File: config.mk
export PLATFORM = sky130hd
export DESIGN_NAME = sincos_req_arbiter
export DESIGN_NICKNAME = d
export VERILOG_FILES = /design/src/rtl/sincos_req_arbiter.sv
export SDC_FILE = /design/constraint.sdc
export NUM_CORES = 1
export LEC_CHECK = 0
export ABC_AREA = 1
export ABC_CLOCK_PERIOD_IN_PS = 4410
export BUFFER_PORTS_ARGS = -buffer_cell sky130_fd_sc_hd__buf_2
export CAP_MARGIN = 10
export CORE_AREA = 2 2 234 236
export CTS_BUF_LIST = sky130_fd_sc_hd__clkbuf_4 sky130_fd_sc_hd__clkbuf_8
export CTS_CLUSTER_DIAMETER = 40
export DETAILED_ROUTE_END_ITERATION = 8
export DIE_AREA = 0 0 236 238
export GPL_TIMING_DRIVEN = 0
export HOLD_SLACK_MARGIN = 0.12
export PLACE_DENSITY_LB_ADDON = 0.2
export SETUP_SLACK_MARGIN = 0.02
export SKIP_LAST_GASP = 1
export SLEW_MARGIN = 20
export SYNTH_ARGS = -nofsm -noshare
export SYNTH_HDL_FRONTEND = slang
export SYNTH_SLANG_ARGS = --single-unit
File: constraint.sdc
create_clock -name clk -period 4.41 [get_ports clk]
set_input_delay 0.2205 -clock clk [delete_from_list [all_inputs] [get_ports clk]]
set_output_delay 0.2205 -clock clk [all_outputs]
set_load 0.1 [all_outputs]
File: src/rtl/sincos_req_arbiter.sv
// ---------------------------------------------------------------------------
// sincos_req_arbiter
//
// Shares one sincos_TOP datapath among N_REQ requesters. A round-robin
// arbiter issues at most one Theta per cycle, bounded by a credit of
// MAX_OUTSTANDING in-flight operations. Each issue pushes the requester ID
// into an in-order FIFO. The core's independent sin and cos strobes are
// joined, and each completed pair goes back to the requester at the FIFO
// head.
//
// Ports
//   clk, rst                        clock, synchronous active-high reset
//   req_valid[N_REQ]                per-requester Theta valid
//   req_theta[N_REQ*DATA_WIDTH]     requester i Theta at [i*DATA_WIDTH +: DATA_WIDTH]
//   req_ready[N_REQ]                one-hot grant (combinational)
//   sc_theta_valid, sc_theta        issue port to sincos_TOP
//   sc_sin_valid, sc_sin            sin result from sincos_TOP
//   sc_cos_valid, sc_cos            cos result from sincos_TOP
//   rsp_valid[N_REQ]                one-hot one-cycle result pulse
//   rsp_sin, rsp_cos                shared result bus, held between pulses
//   busy                            any operation outstanding
//   err_orphan                      result with no owner, or join hold overflow
// ---------------------------------------------------------------------------
module sincos_req_arbiter #(
    parameter int N_REQ           = 4,
    parameter int DATA_WIDTH      = 64,
    parameter int MAX_OUTSTANDING = 8
) (
    input  logic                        clk,
    input  logic                        rst,
    input  logic [N_REQ-1:0]            req_valid,
    input  logic [N_REQ*DATA_WIDTH-1:0] req_theta,
    output logic [N_REQ-1:0]            req_ready,
    output logic                        sc_theta_valid,
    output logic [DATA_WIDTH-1:0]       sc_theta,
    input  logic                        sc_sin_valid,
    input  logic [DATA_WIDTH-1:0]       sc_sin,
    input  logic                        sc_cos_valid,
    input  logic [DATA_WIDTH-1:0]       sc_cos,
    output logic [N_REQ-1:0]            rsp_valid,
    output logic [DATA_WIDTH-1:0]       rsp_sin,
    output logic [DATA_WIDTH-1:0]       rsp_cos,
    output logic                        busy,
    output logic                        err_orphan
);

    localparam int IDW   = (N_REQ > 1) ? $clog2(N_REQ) : 1;
    localparam int PW    = (MAX_OUTSTANDING > 1) ? $clog2(MAX_OUTSTANDING) : 1;
    localparam int DEPTH = 1 << PW;
    localparam int CW    = $clog2(MAX_OUTSTANDING + 1);
    localparam logic [CW-1:0] MAX_CNT = CW'(MAX_OUTSTANDING);

    // Control state
    logic [IDW-1:0]        ptr_q, ptr_d;
    logic [CW-1:0]         count_q, count_d;
    logic [PW-1:0]         wr_ptr_q, rd_ptr_q;
    logic                  sin_hold_q, sin_hold_d;
    logic                  cos_hold_q, cos_hold_d;
    logic                  sc_theta_valid_q;
    logic [N_REQ-1:0]      rsp_valid_q, rsp_valid_d;
    logic                  err_q, err_d;
    logic [DATA_WIDTH-1:0] sc_theta_q, rsp_sin_q, rsp_cos_q;

    // Data-only state (no reset needed)
    logic [IDW-1:0]        fifo_q [DEPTH];
    logic [DATA_WIDTH-1:0] sin_val_q, sin_val_d;
    logic [DATA_WIDTH-1:0] cos_val_q, cos_val_d;

    // Combinational
    logic                  credit, found, push, pop, fifo_empty;
    logic [IDW-1:0]        gnt_idx;
    logic [N_REQ-1:0]      gnt_oh;
    logic                  sin_have, cos_have, pair_done, sin_ovf, cos_ovf;
    logic [DATA_WIDTH-1:0] pair_sin, pair_cos;
    logic [IDW-1:0]        head_id;

    // Credit uses the pre-edge count, so a pop in the same cycle cannot
    // free a slot for a new grant until the following cycle.
    assign credit     = (count_q < MAX_CNT);
    assign fifo_empty = (count_q == '0);
    assign head_id    = fifo_q[rd_ptr_q];

    // Round-robin search starting at ptr_q, wrapping modulo N_REQ.
    always_comb begin
        gnt_oh  = '0;
        gnt_idx = '0;
        found   = 1'b0;
        if (credit && !rst) begin
            for (int k = 0; k < N_REQ; k++) begin
                if (!found && req_valid[(int'(ptr_q) + k) % N_REQ]) begin
                    found   = 1'b1;
                    gnt_idx = IDW'((int'(ptr_q) + k) % N_REQ);
                end
            end
        end
        if (found) begin
            gnt_oh[gnt_idx] = 1'b1;
        end
    end

    assign push  = found;
    assign ptr_d = found ? IDW'((int'(gnt_idx) + 1) % N_REQ) : ptr_q;

    // Join: a pair completes when each half is either held or strobing now.
    assign sin_have  = sin_hold_q | sc_sin_valid;
    assign cos_have  = cos_hold_q | sc_cos_valid;
    assign pair_done = sin_have & cos_have;
    assign pair_sin  = sin_hold_q ? sin_val_q : sc_sin;
    assign pair_cos  = cos_hold_q ? cos_val_q : sc_cos;
    assign pop       = pair_done & !fifo_empty;

    always_comb begin
        sin_hold_d = sin_hold_q;
        sin_val_d  = sin_val_q;
        sin_ovf    = 1'b0;
        if (pair_done) begin
            // The held value is consumed; a simultaneous new strobe refills it.
            sin_hold_d = sin_hold_q & sc_sin_valid;
            if (sin_hold_q && sc_sin_valid) begin
                sin_val_d = sc_sin;
            end
        end else if (sc_sin_valid) begin
            if (sin_hold_q) begin
                sin_ovf = 1'b1;
            end else begin
                sin_hold_d = 1'b1;
                sin_val_d  = sc_sin;
            end
        end
    end

    always_comb begin
        cos_hold_d = cos_hold_q;
        cos_val_d  = cos_val_q;
        cos_ovf    = 1'b0;
        if (pair_done) begin
            cos_hold_d = cos_hold_q & sc_cos_valid;
            if (cos_hold_q && sc_cos_valid) begin
                cos_val_d = sc_cos;
            end
        end else if (sc_cos_valid) begin
            if (cos_hold_q) begin
                cos_ovf = 1'b1;
            end else begin
                cos_hold_d = 1'b1;
                cos_val_d  = sc_cos;
            end
        end
    end

    always_comb begin
        count_d = count_q;
        if (push && !pop) begin
            count_d = count_q + CW'(1);
        end else if (!push && pop) begin
            count_d = count_q - CW'(1);
        end
        rsp_valid_d = '0;
        if (pop) begin
            rsp_valid_d[head_id] = 1'b1;
        end
        err_d = sin_ovf | cos_ovf | (pair_done & fifo_empty);
    end

    always_ff @(posedge clk) begin
        if (rst) begin
            ptr_q            <= '0;
            count_q          <= '0;
            wr_ptr_q         <= '0;
            rd_ptr_q         <= '0;
            sin_hold_q       <= 1'b0;
            cos_hold_q       <= 1'b0;
            sc_theta_valid_q <= 1'b0;
            sc_theta_q       <= '0;
            rsp_valid_q      <= '0;
            rsp_sin_q        <= '0;
            rsp_cos_q        <= '0;
            err_q            <= 1'b0;
        end else begin
            ptr_q            <= ptr_d;
            count_q          <= count_d;
            sin_hold_q       <= sin_hold_d;
            cos_hold_q       <= cos_hold_d;
            sc_theta_valid_q <= push;
            rsp_valid_q      <= rsp_valid_d;
            err_q            <= err_d;
            if (push) begin
                wr_ptr_q   <= wr_ptr_q + PW'(1);
                sc_theta_q <= req_theta[int'(gnt_idx)*DATA_WIDTH +: DATA_WIDTH];
            end
            if (pop) begin
                rd_ptr_q  <= rd_ptr_q + PW'(1);
                rsp_sin_q <= pair_sin;
                rsp_cos_q <= pair_cos;
            end
        end
    end

    always_ff @(posedge clk) begin
        sin_val_q <= sin_val_d;
        cos_val_q <= cos_val_d;
        if (push && !rst) begin
            fifo_q[wr_ptr_q] <= gnt_idx;
        end
    end

    assign req_ready      = gnt_oh;
    assign sc_theta_valid = sc_theta_valid_q;
    assign sc_theta       = sc_theta_q;
    assign rsp_valid      = rsp_valid_q;
    assign rsp_sin        = rsp_sin_q;
    assign rsp_cos        = rsp_cos_q;
    assign busy           = (count_q != '0);
    assign err_orphan     = err_q;

endmodule

== Yosys cells after proc, flatten, opt, wreduce, memory -nomap -nowiden ==
Memories as Yosys holds them, arrays and structs flattened. A register that Yosys moved wholly into a read port is not among the register bits.
Cells that the tools add are included.

* Bitwise gates (word level): 13
* $add $sub $neg: 8
* Equal/unequal tests: 2
* Shift operators: 1
* $lt $le $gt $ge: 9
* Mux-type cells: 53
* Reduce and logical (&&, ||, !) cells: 29

{| class="wikitable"
|+ Operator list
! kind !! number
|-
| 2-to-1 mux 64 bit || 8
|-
| indexed part select 256 x 9 -> 64 bit || 1
|-
| 2-to-1 mux 1 bit || 29
|-
| less-than comparator 3 x 4 -> 1 bit, second input constant || 3
|-
| 2-to-1 mux 4 bit || 3
|-
| logical AND 1 bit || 11
|-
| 2-to-1 mux 2 bit || 5
|-
| less-than comparator 2 x 3 -> 1 bit, second input constant || 3
|-
| binary-select mux 1 bit (select 2 bit) || 4
|-
| OR reduction 2 bit || 4
|-
| zero test 1 bit || 7
|-
| adder 3 x 1 -> 3 bit, second input constant || 2
|-
| 2-to-1 mux 3 bit || 2
|-
| nonzero test 2 bit || 3
|-
| AND 1 bit || 5
|-
| adder 2 x 1 -> 2 bit, second input constant || 2
|-
| adder 2 bit, second input constant || 2
|-
| adder 4 x 1 -> 4 bit, second input constant || 1
|-
| demux 1 bit (select 2 bit) || 2
|-
| >= comparator 2 x 1 -> 1 bit, second input constant || 2
|-
| zero test 4 bit || 1
|-
| less-than comparator 4 bit, second input constant || 1
|-
| inequality test 2 x 1 -> 1 bit, second input constant || 2
|-
| bitwise OR 1 bit || 4
|-
| other kinds (5) || 8
|}

* Bits in registers: 340
* Logic and storage cells: 130
* Output and inout port bits: 203
* Input bits: 392
* Bits in writable memories: 16
* Memories kept: 1

{| class="wikitable"
|+ Memories
! name !! words !! width !! read ports !! clocked after memory_dff !! write ports !! RTL line !! text
|-
| fifo_q || 8 || 2 || 1 || 1 || 1 || 65 || <nowiki>logic [IDW-1:0] fifo_q [DEPTH];</nowiki>
|}

== Longest topological paths before layout ==
Gate-level depths: netlist of run 1.

* Depth after elaboration: 22
* Depth in mapped cells: 22

== Worst setup path after synthesis of run 1 ==
OpenSTA, ideal clock, no wires.

* Path kind: register to register
* Start: register cos_hold_q
* End: register cos_val_q[0] (enable)
* Data required time: 3.924 ns
* Arrival time: 3.820 ns
* Cell stages (with the launch flop): 5
* Setup slack: 0.104 ns
* Clock period less this slack: 4.306 ns
* Library setup time: 0.486 ns
* Cells stage by stage: dfxtp_1 buf_1 clkbuf_1 a21oi_1 nor2_1

* Longest elaborated chain between the ends: 4

{| class="wikitable"
|+ Ends and longest elaborated chain
! item !! RTL line !! text
|-
| start: declaration || 58 || <nowiki>logic cos_hold_q, cos_hold_d;</nowiki>
|-
| start signal: assignment || 183 || <nowiki>cos_hold_q <= cos_hold_d;</nowiki>
|-
| bitwise OR 1 bit || 106 || <nowiki>assign cos_have = cos_hold_q | sc_cos_valid;</nowiki>
|-
| AND 1 bit || 107 || <nowiki>assign pair_done = sin_have & cos_have;</nowiki>
|-
| inequality test 2 x 1 -> 1 bit (no source line) / nonzero test 2 bit (equally long branches) || -- ||
|-
| AND reduction 2 bit (no source line) (*) || -- ||
|-
| end signal: assignment || 201 || <nowiki>cos_val_q <= cos_val_d;</nowiki>
|-
| end: declaration || 67 || <nowiki>logic [DATA_WIDTH-1:0] cos_val_q, cos_val_d;</nowiki>
|}

Every way passes the cells marked *; elsewhere a longest branch is shown, timed or not.
A chain may end at the register's enable or synchronous reset.

== Final worst setup path of run 1 ==
* Start: input rst
* End: register sc_theta_q[33], in the netlist sc_theta[33]

* Longest elaborated chain between the ends: 4

{| class="wikitable"
|+ Ends and longest elaborated chain
! item !! RTL line !! text
|-
| start: declaration || 30 || <nowiki>input logic rst,</nowiki>
|-
| zero test 1 bit || 88 || <nowiki>if (credit && !rst) begin</nowiki>
|-
| logical AND 1 bit || 88 ||
|-
| 2-to-1 mux 2 bit || 88 ||
|-
| indexed part select 256 x 9 -> 64 bit || 189 || <nowiki>sc_theta_q <= req_theta[int'(gnt_idx)*DATA_WIDTH +: DATA_WIDTH];</nowiki>
|-
| end signal: assignment || 189 ||
|-
| end: declaration || 62 || <nowiki>logic [DATA_WIDTH-1:0] sc_theta_q, rsp_sin_q, rsp_cos_q;</nowiki>
|}

Several ways; a longest one is shown, not always the timed one.

==> results.sh, run 1 <==
export IMPL_slowest_stage="clkbuf_1"
export IMPL_post_cts_setup_buffer_count=0
export IMPL_finalWirelength_um=77100
export IMPL_fmax_mhz=262
export IMPL_die_area_mm2=0.0562
export IMPL_grt_overflow=0
export IMPL_tightest_slew_ps=1090
export IMPL_p_leak_nw=12.3
export IMPL_drt_iter0_drc=1215
export IMPL_cts_buffer_depth=3
export IMPL_grt_max_degree=21
export IMPL_crit_chain="dlygate4sd3_1 > clkbuf_1 > nor2_1 > clkbuf_1 > clkbuf_1 > nand4_1 > nand3_1 > dlygate4sd3_1 > nand3_1 > dlygate4sd3_1 > nand2_1"
export IMPL_antenna_left=0
export IMPL_hold_path_end="sin_val_q[40]"
export IMPL_drive_gt1_frac=0.298
export IMPL_r2r_start="count_q[3]"
export IMPL_cts_buffers_inserted=77
export IMPL_p_sw_frac=0.490
export IMPL_design_area_mm2=0.0268
export IMPL_first_pass_iters=8
export IMPL_die_h_um=238
export IMPL_worstHoldStart="sc_sin[40]"
export IMPL_final_min_clock_period_ps=3820
export IMPL_track_usage=0.263
export IMPL_status="finished, final reports clean"
export IMPL_ios=595
export IMPL_switching_power_mw=8.70
export IMPL_arrival_ps=4410
export IMPL_placement_rows=85
export IMPL_ys_seq_elements=359
export IMPL_powerDensity_mw_per_mm2=661
export IMPL_p_int_mw=9.04
export IMPL_vias_per_cell=5.12
export IMPL_clkPwrFrac=0.230
export IMPL_place_gp_congestion=0.982
export IMPL_syn_avg_cell_area_um2=8.28
export IMPL_grt_pass1_vias=19997
export IMPL_seqPwrFrac=0.249
export IMPL_clkLatencyLatePin_ps=640
export IMPL_via_count=20113
export IMPL_timing_setup_tns_ps=0
export IMPL_worstSetupPathType="input port to flop"
export IMPL_slew_headroom=0.274
export IMPL_crit_path_end_kind="flop"
export IMPL_peakVddDrop_mv=0.621
export IMPL_power_frac_comb=0.521
export IMPL_setup_viol=0
export IMPL_place_area_mm2=0.0218
export IMPL_io_buffer_count=593
export IMPL_critPathMaxFanout=10
export IMPL_max_cap_violations=0
export IMPL_slew_violations=0
export IMPL_cts_tree="built"
export IMPL_areaGrowthSynthToFinish_pct=51.2
export IMPL_synthCells=2144
export IMPL_ctsRootBufferMaster="clkbuf_8"
export IMPL_grt_pass1_wl_um=114000
export IMPL_worstPathRequired_ps=5000
export IMPL_synth_top_area_cell="edfxtp_1"
export IMPL_clock_sinks=359
export IMPL_r2r_cells=9
export IMPL_htree_levels=3
export IMPL_synth_common_cells="nand2_1, nand3_1, o21ai_0"
export IMPL_nNetsFinal=3546
export IMPL_num_fill_cells=5154
export IMPL_max_stage_delay_ps=690
export IMPL_synth_top_area_frac=0.244
export IMPL_synthTopCellsByArea="edfxtp_1, dfxtp_1, nand3_1, nand2_1, mux2_2"
export IMPL_async_flop_share=0
export IMPL_dp_hpwl_um=57200
export IMPL_rsz0062_at_grt="no"
export IMPL_start_util=0.332
export IMPL_seq_area_frac_synth=0.486
export IMPL_avgRoutedWirePerCell_um=19.6
export IMPL_synth_edf_count=144
export IMPL_holdPathStages=4
export IMPL_fp_coreArea_mm2=0.0535
export IMPL_antenna_found_initial=26
export IMPL_hold_class="input port to flop"
export IMPL_route_detailed_drc=0
export IMPL_r2r_end="sc_theta[33]"
export IMPL_min_period_over_period=0.866
export IMPL_ys_warn_count=0
export IMPL_syn_cell_area_mm2=0.0177
export IMPL_hold_viol_final=0
export IMPL_start_kind="input port"
export IMPL_synth_most_common_cell="nand2_1"
export IMPL_synth_fp_nets=2546
export IMPL_cts_resized=0
export IMPL_path_clk_slew_ps=60
export IMPL_synth_top_flop_cell="dfxtp_1"
export IMPL_skew_ps=33.5
export IMPL_ys_types=30
export IMPL_final_core_util=0.501
export IMPL_rrSetupSlack_ps=770
export IMPL_fp_dieW_um=236
[worst max-delay path by stage]
stage                          start             to  slack [ps]  cells after the start
after floorplan           cos_hold_q   cos_val_q[0]         100                      4
final                            rst   sc_theta[33]         590                     11
after detailed placement         rst     count_q[3]         860                     17
after global routing        ptr_q[1]     count_q[3]         420                     20
after CTS                   ptr_q[1]   req_ready[3]         620                     16
after global placement    sin_hold_q  sin_val_q[37]       -2380                      4
[cell families (layout without fill, tap and decap cells)]
family | count (synthesis) | count (layout) | synth area share
and+or+nand+nor | 966 | 966 | 0.252
buffers and inverters | 388 | 1453 | 0.0890
DFF | 359 | 359 | 0.486
AOI/OAI and AO/OA | 291 | 291 | 0.0829
muxes | 128 | 128 | 0.0812
adders and majority gates | 10 | 10 | 0.00747
xor gates and xnor gates | 2 | 2 | 0.000987
other | 0 | 27 | 0
[registers in the layout, summed over array words and instances, names as in the netlist, named ones only]
name and count:
cos_hold_q 1, cos_val_q 64, count_q 4, err_orphan 1
fifo_q 16, ptr_q 2, rd_ptr_q 3, rsp_cos 64
rsp_sin 64, rsp_valid 4, sc_theta 64, sc_theta_valid 1
sin_hold_q 1, sin_val_q 64, wr_ptr_q 3
[final cells by class]
class,instances,area (um^2),share of cell area
multi-input cells,1397,7550,0.282
flip-flops and latches,359,8630,0.322
plain buffers,180,798,0.0298
clock inverters,26,314,0.0117
repair buffers,921,6340,0.236
well taps,696,871,0.0325
diodes,27,67.6,0.00252
inverters,208,781,0.0291
clock buffers,118,1470,0.0547
[worst max-delay path: cells and delay by family]
kind | cells | cell delay (ps)
AND/OR/NAND/NOR | 5 | 1020
buffers and inverters | 6 | 3150
[stage by stage]
| stage | power [mW] | hold slack [ps] | instances | setup WS, ps |
|---|---|---|---|---|
| finish | 17.7 | 400 | 3932 | 592 |
| global route | 18.5 | 356 | 3925 | 419 |
| CTS | 17.7 | 336 | 3905 | 624 |
| detailed placement | 12.6 | 461 | 3439 | 863 |
| global placement | 12.5 | 458 | 3433 | -2380 |
| floorplan | 10.5 | 412 | 2144 | 104 |
[placed cells by master, fill, tap and decap left out, drive strengths merged, types with 5 or more instances in the layout]
cell type / Yosys / layout
inv: 208 / 214
buf: 85 / 684
nand2: 404 / 404
bufinv: 0 / 5
edfxtp: 144 / 144
diode: 0 / 27
nand4: 128 / 128
clkinv: 0 / 11
dfxtp: 215 / 215
o21ai: 274 / 274
a21oi: 10 / 10
ha: 9 / 9
nand3: 387 / 387
mux2: 128 / 128
nor2: 44 / 44
dlygate4sd3: 0 / 322
clkbuf: 95 / 213
[what timing repair did]
item | CTS | global route
endpoints found under the setup margin | 0 | 0
endpoints found under the hold margin | 353 | 0
hold buffers | 322 | 0
[metal layers]
metal | track usage | up-vias | routed length [um]
met4 | 0.145 | 0 | 4040
met2 | 0.440 | 952 | 36000
met5 | 0 | - | 0
met3 | 0.0677 | 226 | 5720
met1 | 0.310 | 9523 | 31400
li1 | - | 9412 | -
[power by group through the flow]
stage | Clock [mW] | Sequential, mW | Combinational [mW]
3_3_place_gp | 0 | 4.45 | 8.06
6_report | 4.09 | 4.41 | 9.24
4_1_cts | 4.18 | 4.40 | 9.11
5_1_grt | 4.34 | 4.46 | 9.72
2_1_floorplan | 0 | 7.50 | 2.96
3_5_place_dp | 0 | 4.46 | 8.13
No activity file was read; power rests on OpenSTA's default activity.
==> inputs of run 2 (changes only) <==
--- a/config.mk
+++ b/config.mk
@@ -14,6 +14,7 @@
 export CTS_CLUSTER_DIAMETER = 40
 export DETAILED_ROUTE_END_ITERATION = 8
 export DIE_AREA = 0 0 236 238
+export GPL_ROUTABILITY_DRIVEN = 0
 export GPL_TIMING_DRIVEN = 0
 export HOLD_SLACK_MARGIN = 0.12
 export PLACE_DENSITY_LB_ADDON = 0.2
==> constraint.sdc (replaced) <==
create_clock -name clk -period 4.41 [get_ports clk]
set_input_delay 0.882 -clock clk [delete_from_list [all_inputs] [get_ports clk]]
set_output_delay 0.882 -clock clk [all_outputs]
set_load 0.1 [all_outputs]
==> results.sh, run 2 (synthesis gave the netlist of run 1 again) <==
export IMPL_fmax_mhz=245
export IMPL_antenna_found_initial=26
export IMPL_track_usage=0.248
export IMPL_skew_ps=23.0
export IMPL_hold_viol_final=0
export IMPL_die_h_um=238
export IMPL_fp_dieW_um=236
export IMPL_cts_buffer_depth=3
export IMPL_num_fill_cells=5461
export IMPL_final_min_clock_period_ps=4080
export IMPL_grt_pass1_vias=18156
export IMPL_areaGrowthSynthToFinish_pct=32.9
export IMPL_grt_overflow=0
export IMPL_nNetsFinal=3224
export IMPL_slew_headroom=0.336
export IMPL_max_cap_violations=0
export IMPL_design_area_mm2=0.0236
export IMPL_via_count=18707
export IMPL_io_buffer_count=593
export IMPL_clkPwrFrac=0.245
export IMPL_peakVddDrop_mv=0.635
export IMPL_clkLatencyLatePin_ps=650
export IMPL_ios=595
export IMPL_timing_setup_tns_ps=0
export IMPL_finalWirelength_um=72400
export IMPL_worstPathRequired_ps=3530
export IMPL_drt_iter0_drc=1158
export IMPL_min_period_over_period=0.925
export IMPL_slowest_stage="buf_2"
export IMPL_cts_tree="built"
export IMPL_critPathMaxFanout=11
export IMPL_dp_hpwl_um=55600
export IMPL_cpMostUsedCell="nand2_1"
export IMPL_path_clk_slew_ps=50
export IMPL_start_util=0.332
export IMPL_grt_max_degree=20
export IMPL_tightest_slew_ps=996
export IMPL_fin_ws_ps=332
export IMPL_grt_pass1_wl_um=107000
export IMPL_layout_common_cells="buf_2, nand2_1, nand3_1"
export IMPL_worstSetupPathType="flop to primary output"
export IMPL_slew_violations=0
export IMPL_status="finished, final reports clean"
export IMPL_grt_use_met2=0.411
export IMPL_avgRoutedWirePerCell_um=20.1
export IMPL_clock_sinks=359
export IMPL_seqPwrFrac=0.264
export IMPL_arrival_ps=3200
export IMPL_ctsRootBufferMaster="clkbuf_8"
export IMPL_route_detailed_drc=0
export IMPL_power_frac_comb=0.491
export IMPL_first_pass_iters=6
export IMPL_fp_coreArea_mm2=0.0535
export IMPL_p_int_mw=8.25
export IMPL_crit_chain="inv_2 > nand2_1 > nand2_2 > nand2_1 > nand2_1 > nor2_4 > nand3_1 > nand2_1 > inv_1 > nand2_1 > buf_4 > buf_2 > ha_1 > inv_1 > nor2_1 > buf_2"
export IMPL_drive_gt1_frac=0.331
export IMPL_cts_buffers_inserted=76
export IMPL_crit_path_end_kind="primary output"
export IMPL_p_sw_frac=0.505
export IMPL_place_area_mm2=0.0218
export IMPL_max_stage_delay_ps=450
export IMPL_rsz0062_at_grt="no"
export IMPL_setup_viol=0
export IMPL_switching_power_mw=8.41
export IMPL_placement_rows=85
export IMPL_vias_per_cell=5.20
export IMPL_p_leak_nw=11.1
export IMPL_rrSetupSlack_ps=800
export IMPL_dp_slack_ps=134
export IMPL_hold_buffers=0
export IMPL_powerDensity_mw_per_mm2=706
export IMPL_htree_levels=3
export IMPL_grt_busiest_layer="met2"
export IMPL_grt_use_met3=0.0643
export IMPL_start_kind="flop"
export IMPL_antenna_left=0
export IMPL_layout_commonest_cell="buf_2"
export IMPL_use_met1=0.302
export IMPL_hold_class="flop to flop"
export IMPL_die_area_mm2=0.0562
==> run 2: power by group through the flow <==
stage | Combinational (mW) | Sequential [mW] | Clock [mW]
after floorplan | 2.96 | 7.50 | 0
after global placement | 7.98 | 4.45 | 0
after detailed placement | 8.09 | 4.45 | 0
after CTS | 8.11 | 4.40 | 4.16
after global routing | 8.63 | 4.45 | 4.33
final | 8.17 | 4.40 | 4.08
==> run 2: per-layer routing <==
metal / part of all wire / vias to the layer above
met5: 0.0018 / -
met1: 0.41 / 8893
met3: 0.079 / 208
met2: 0.46 / 830
li1: - / 8758
met4: 0.044 / 18
==> run 2: layout make-up <==
type	instances	area, um^2	area share
tap	696	871	0.0369
timing repair buffer	600	3140	0.133
clock inverter	25	338	0.0143
antenna	19	47.5	0.00202
clock buffer	113	1420	0.0601
sequential	359	8630	0.366
buffer	180	798	0.0339
multi-input combinational	1397	7550	0.320
inverter	208	785	0.0333
==> run 2: critical path, delay by kind of cell (launching register included) <==
| family | cells | cell delay (ps) |
|---|---|---|
| adder cells (fa/ha/maj) | 1 | 190 |
| AND/OR/NAND/NOR | 9 | 790 |
| buffers and inverters | 6 | 1130 |
| flip-flops | 1 | 440 |
==> run 2: metrics by stage <==
stage          instances   util  hold WS [ps]  total power [mW]
2_1_floorplan       2144      -           461              10.5
3_3_place_gp        3433  0.403           458              12.4
3_5_place_dp        3439  0.407           460              12.5
4_1_cts             3577  0.440           463              16.7
5_1_grt             3594  0.441           483              17.4
6_report            3597  0.441           466              16.7
==> run 2: final timing paths <==
path | from | end | depth (start not counted)
max | ptr_q[1] | req_ready[0] | 16
min | sc_theta[63] | sc_theta[63] | 2
max reg2reg | ptr_q[1] | count_q[3] | 20
min reg2reg | sc_theta[63] | sc_theta[63] | 2
==> run 2: timing repair <==
item                                    4_1_cts  5_1_grt
setup buffers                                 0        1
endpoints found under the setup margin        2        3
resized for setup                             2        2
==> inputs of run 3 (changes only) <==
--- a/config.mk
+++ b/config.mk
@@ -5,7 +5,7 @@
 export SDC_FILE = /design/constraint.sdc
 export NUM_CORES = 1
 export LEC_CHECK = 0
-export ABC_AREA = 1
+export ABC_AREA = 0
 export ABC_CLOCK_PERIOD_IN_PS = 4410
 export BUFFER_PORTS_ARGS = -buffer_cell sky130_fd_sc_hd__buf_2
 export CAP_MARGIN = 10
==> results.sh, run 3 <==
export IMPL_max_cap_violations=0
export IMPL_grt_pass1_wl_um=93900
export IMPL_io_buffer_count=594
export IMPL_synth_top_flop_cell="dfxtp_1"
export IMPL_synth_common_cells="dfxtp_1, mux2i_1, nor2_1"
export IMPL_synthCells=1497
export IMPL_min_period_over_period=0.956
export IMPL_slew_violations=0
export IMPL_dpl_cell_count=2791
export IMPL_multi_input_area_mm2=0.00750
export IMPL_htree_levels=3
export IMPL_track_usage=0.220
export IMPL_vias_per_cell=5.12
export IMPL_areaGrowthSynthToFinish_pct=32.9
export IMPL_grt_pass1_vias=15158
export IMPL_r2r_end="count_q[3]"
export IMPL_arrival_ps=3330
export IMPL_clkLatencyLatePin_ps=640
export IMPL_nNetsFinal=2572
export IMPL_hold_buffers=0
export IMPL_worstPathRequired_ps=3530
export IMPL_avgRoutedWirePerCell_um=21.9
export IMPL_critPathLaunch="req_valid[1]"
export IMPL_antenna_found_initial=17
export IMPL_register_area_mm2=0.00863
export IMPL_critPathMaxFanout=11
export IMPL_synth_edf_count=144
export IMPL_via_count=15027
export IMPL_drt_iter0_drc=746
export IMPL_grt_use_met2=0.391
export IMPL_grt_use_met3=0.0685
export IMPL_fp_coreArea_mm2=0.0535
export IMPL_cts_buffers_inserted=74
export IMPL_route_detailed_drc=0
export IMPL_powerDensity_mw_per_mm2=709
export IMPL_syn_avg_cell_area_um2=11.2
export IMPL_die_area_mm2=0.0562
export IMPL_status="finished, final reports clean"
export IMPL_fp_dieW_um=236
export IMPL_clock_sinks=359
export IMPL_rsz0062_at_grt="yes"
export IMPL_final_core_util=0.416
export IMPL_fin_cells=2937
export IMPL_synth_top_area_cell="edfxtp_1"
export IMPL_placement_rows=85
export IMPL_dp_hpwl_um=49900
export IMPL_use_met1=0.235
export IMPL_layout_commonest_cell="buf_2"
export IMPL_seq_area_frac_synth=0.515
export IMPL_grt_busiest_layer="met2"
export IMPL_peakVddDrop_mv=0.486
export IMPL_grt_overflow=0
export IMPL_die_h_um=238
export IMPL_finalWirelength_um=64400
export IMPL_hold_viol_final=0
export IMPL_hold_class="flop to flop"
export IMPL_start_util=0.313
export IMPL_path_clk_slew_ps=40
export IMPL_synth_top_area_frac=0.258
export IMPL_crit_end="req_ready[2]"
export IMPL_setup_viol=0
export IMPL_ys_warn_count=0
export IMPL_ys_seq_elements=359
export IMPL_rrSetupSlack_ps=930
export IMPL_synth_most_common_cell="dfxtp_1"
export IMPL_synthTopCellsByArea="edfxtp_1, dfxtp_1, mux2i_1, mux2_2, a211oi_1"
export IMPL_num_fill_cells=5342
export IMPL_tightest_slew_ps=1000
export IMPL_ctsRootBufferMaster="clkbuf_8"
export IMPL_async_flop_share=0
export IMPL_drive_gt1_frac=0.413
export IMPL_slew_headroom=0.331
export IMPL_skew_ps=26.0
export IMPL_crit_path_end_kind="primary output"
export IMPL_worstSetupPathType="input port to primary output"
export IMPL_first_pass_iters=7
export IMPL_r2r_cells=13
export IMPL_ios=595
export IMPL_layout_common_cells="buf_2, dfxtp_1, mux2i_1"
export IMPL_antenna_left=0
export IMPL_syn_cell_area_mm2=0.0168
export IMPL_synth_fp_nets=1899
export IMPL_cts_tree="built"
export IMPL_p_leak_nw=9.28
export IMPL_grt_max_degree=47
export IMPL_final_min_clock_period_ps=4220
export IMPL_cts_buffer_depth=3
export IMPL_fmax_mhz=237
export IMPL_start_kind="input port"
export IMPL_r2r_start="count_q[3]"
export IMPL_ys_types=47
run 3: cell types whose count changed after synthesis, moves of 109 or more:
cell / before / now
nand4_1: 128 / 0
a211oi_1: 1 / 128
nand3_1: 383 / 106
nor2_1: 42 / 151
inv_1: 204 / 7
nand2_1: 401 / 23
o21ai_0: 273 / 59
mux2i_1: 0 / 153
run 3: cell type report:
class                      count  area share
multi-input combinational    989       0.337
clock inverter                25     0.00781
timing repair buffer         599       0.137
buffer                       140      0.0283
sequential                   359       0.388
antenna                       11     0.00124
inverter                       7     0.00118
clock buffer                 111      0.0610
tap                          696      0.0391
run 3: worst min path at each step:
stage                 startpoint      endpoint  slack (ps)  cells past startpoint
floorplan            rd_ptr_q[1]          flop         450                      2
global placement    sc_theta[50]  sc_theta[50]         450                      1
detailed placement   sc_theta[7]   sc_theta[7]         450                      1
CTS                 sc_sin_valid    sin_hold_q         460                      3
global route        sc_theta[50]  sc_theta[50]         470                      1
finish              sc_theta[50]  sc_theta[50]         460                      1
run 3: kinds of logic after synthesis:
logic type | count (synthesis) | share of synthesized area
AND/OR/NAND/NOR | 366 | 0.103
flip-flops | 359 | 0.515
AO/OA/AOI/OAI | 320 | 0.147
multiplexers | 286 | 0.184
buffers and inverters | 149 | 0.0394
adder cells (fa/ha/maj) | 10 | 0.00792
XOR/XNOR | 7 | 0.00366
run 3: what timing repair did:
item                                    CTS  global route
pin swaps                                 0             1
setup buffers                             0             1
resized for setup                         2             1
endpoints found under the setup margin    4             3
run 3: critical path, cell delays in order:
cell	delay [ps]
buf_2	140
nor2b_2	210
a21boi_0	390
o311ai_2	190
clkbuf_2	240
buf_2	240
inv_1	280
ha_1	200
and2_1	130
buf_2	430
run 3: power breakdown:
| group | internal, mW | switching (mW) |
|---|---|---|
| registers | 4.17 | 0.392 |
| clock network | 2.04 | 1.50 |
| logic | 1.51 | 6.17 |
run 3: per-layer routing:
layer | vias to the layer above | wire length [um]
li1 | 7087 | -
met1 | 7210 | 24200
met2 | 571 | 32200
met3 | 145 | 4740
met4 | 14 | 3200
met5 | - | 93
run 3: through the flow:
step / cell area [um^2] / hold WS [ps] / worst slack [ps] / total power, mW / TNS (ps)
3_5_place_dp: 20700 / 448 / -241 / 12.3 / -587
4_1_cts: 22200 / 455 / 50.8 / 15.9 / 0
2_1_floorplan: 16800 / 454 / 511 / 10.5 / 0
3_3_place_gp: 20600 / 446 / -555 / 12.2 / -27550
5_1_grt: 22200 / 470 / 18.4 / 16.4 / 0
6_report: 22300 / 455 / 194 / 15.8 / 0
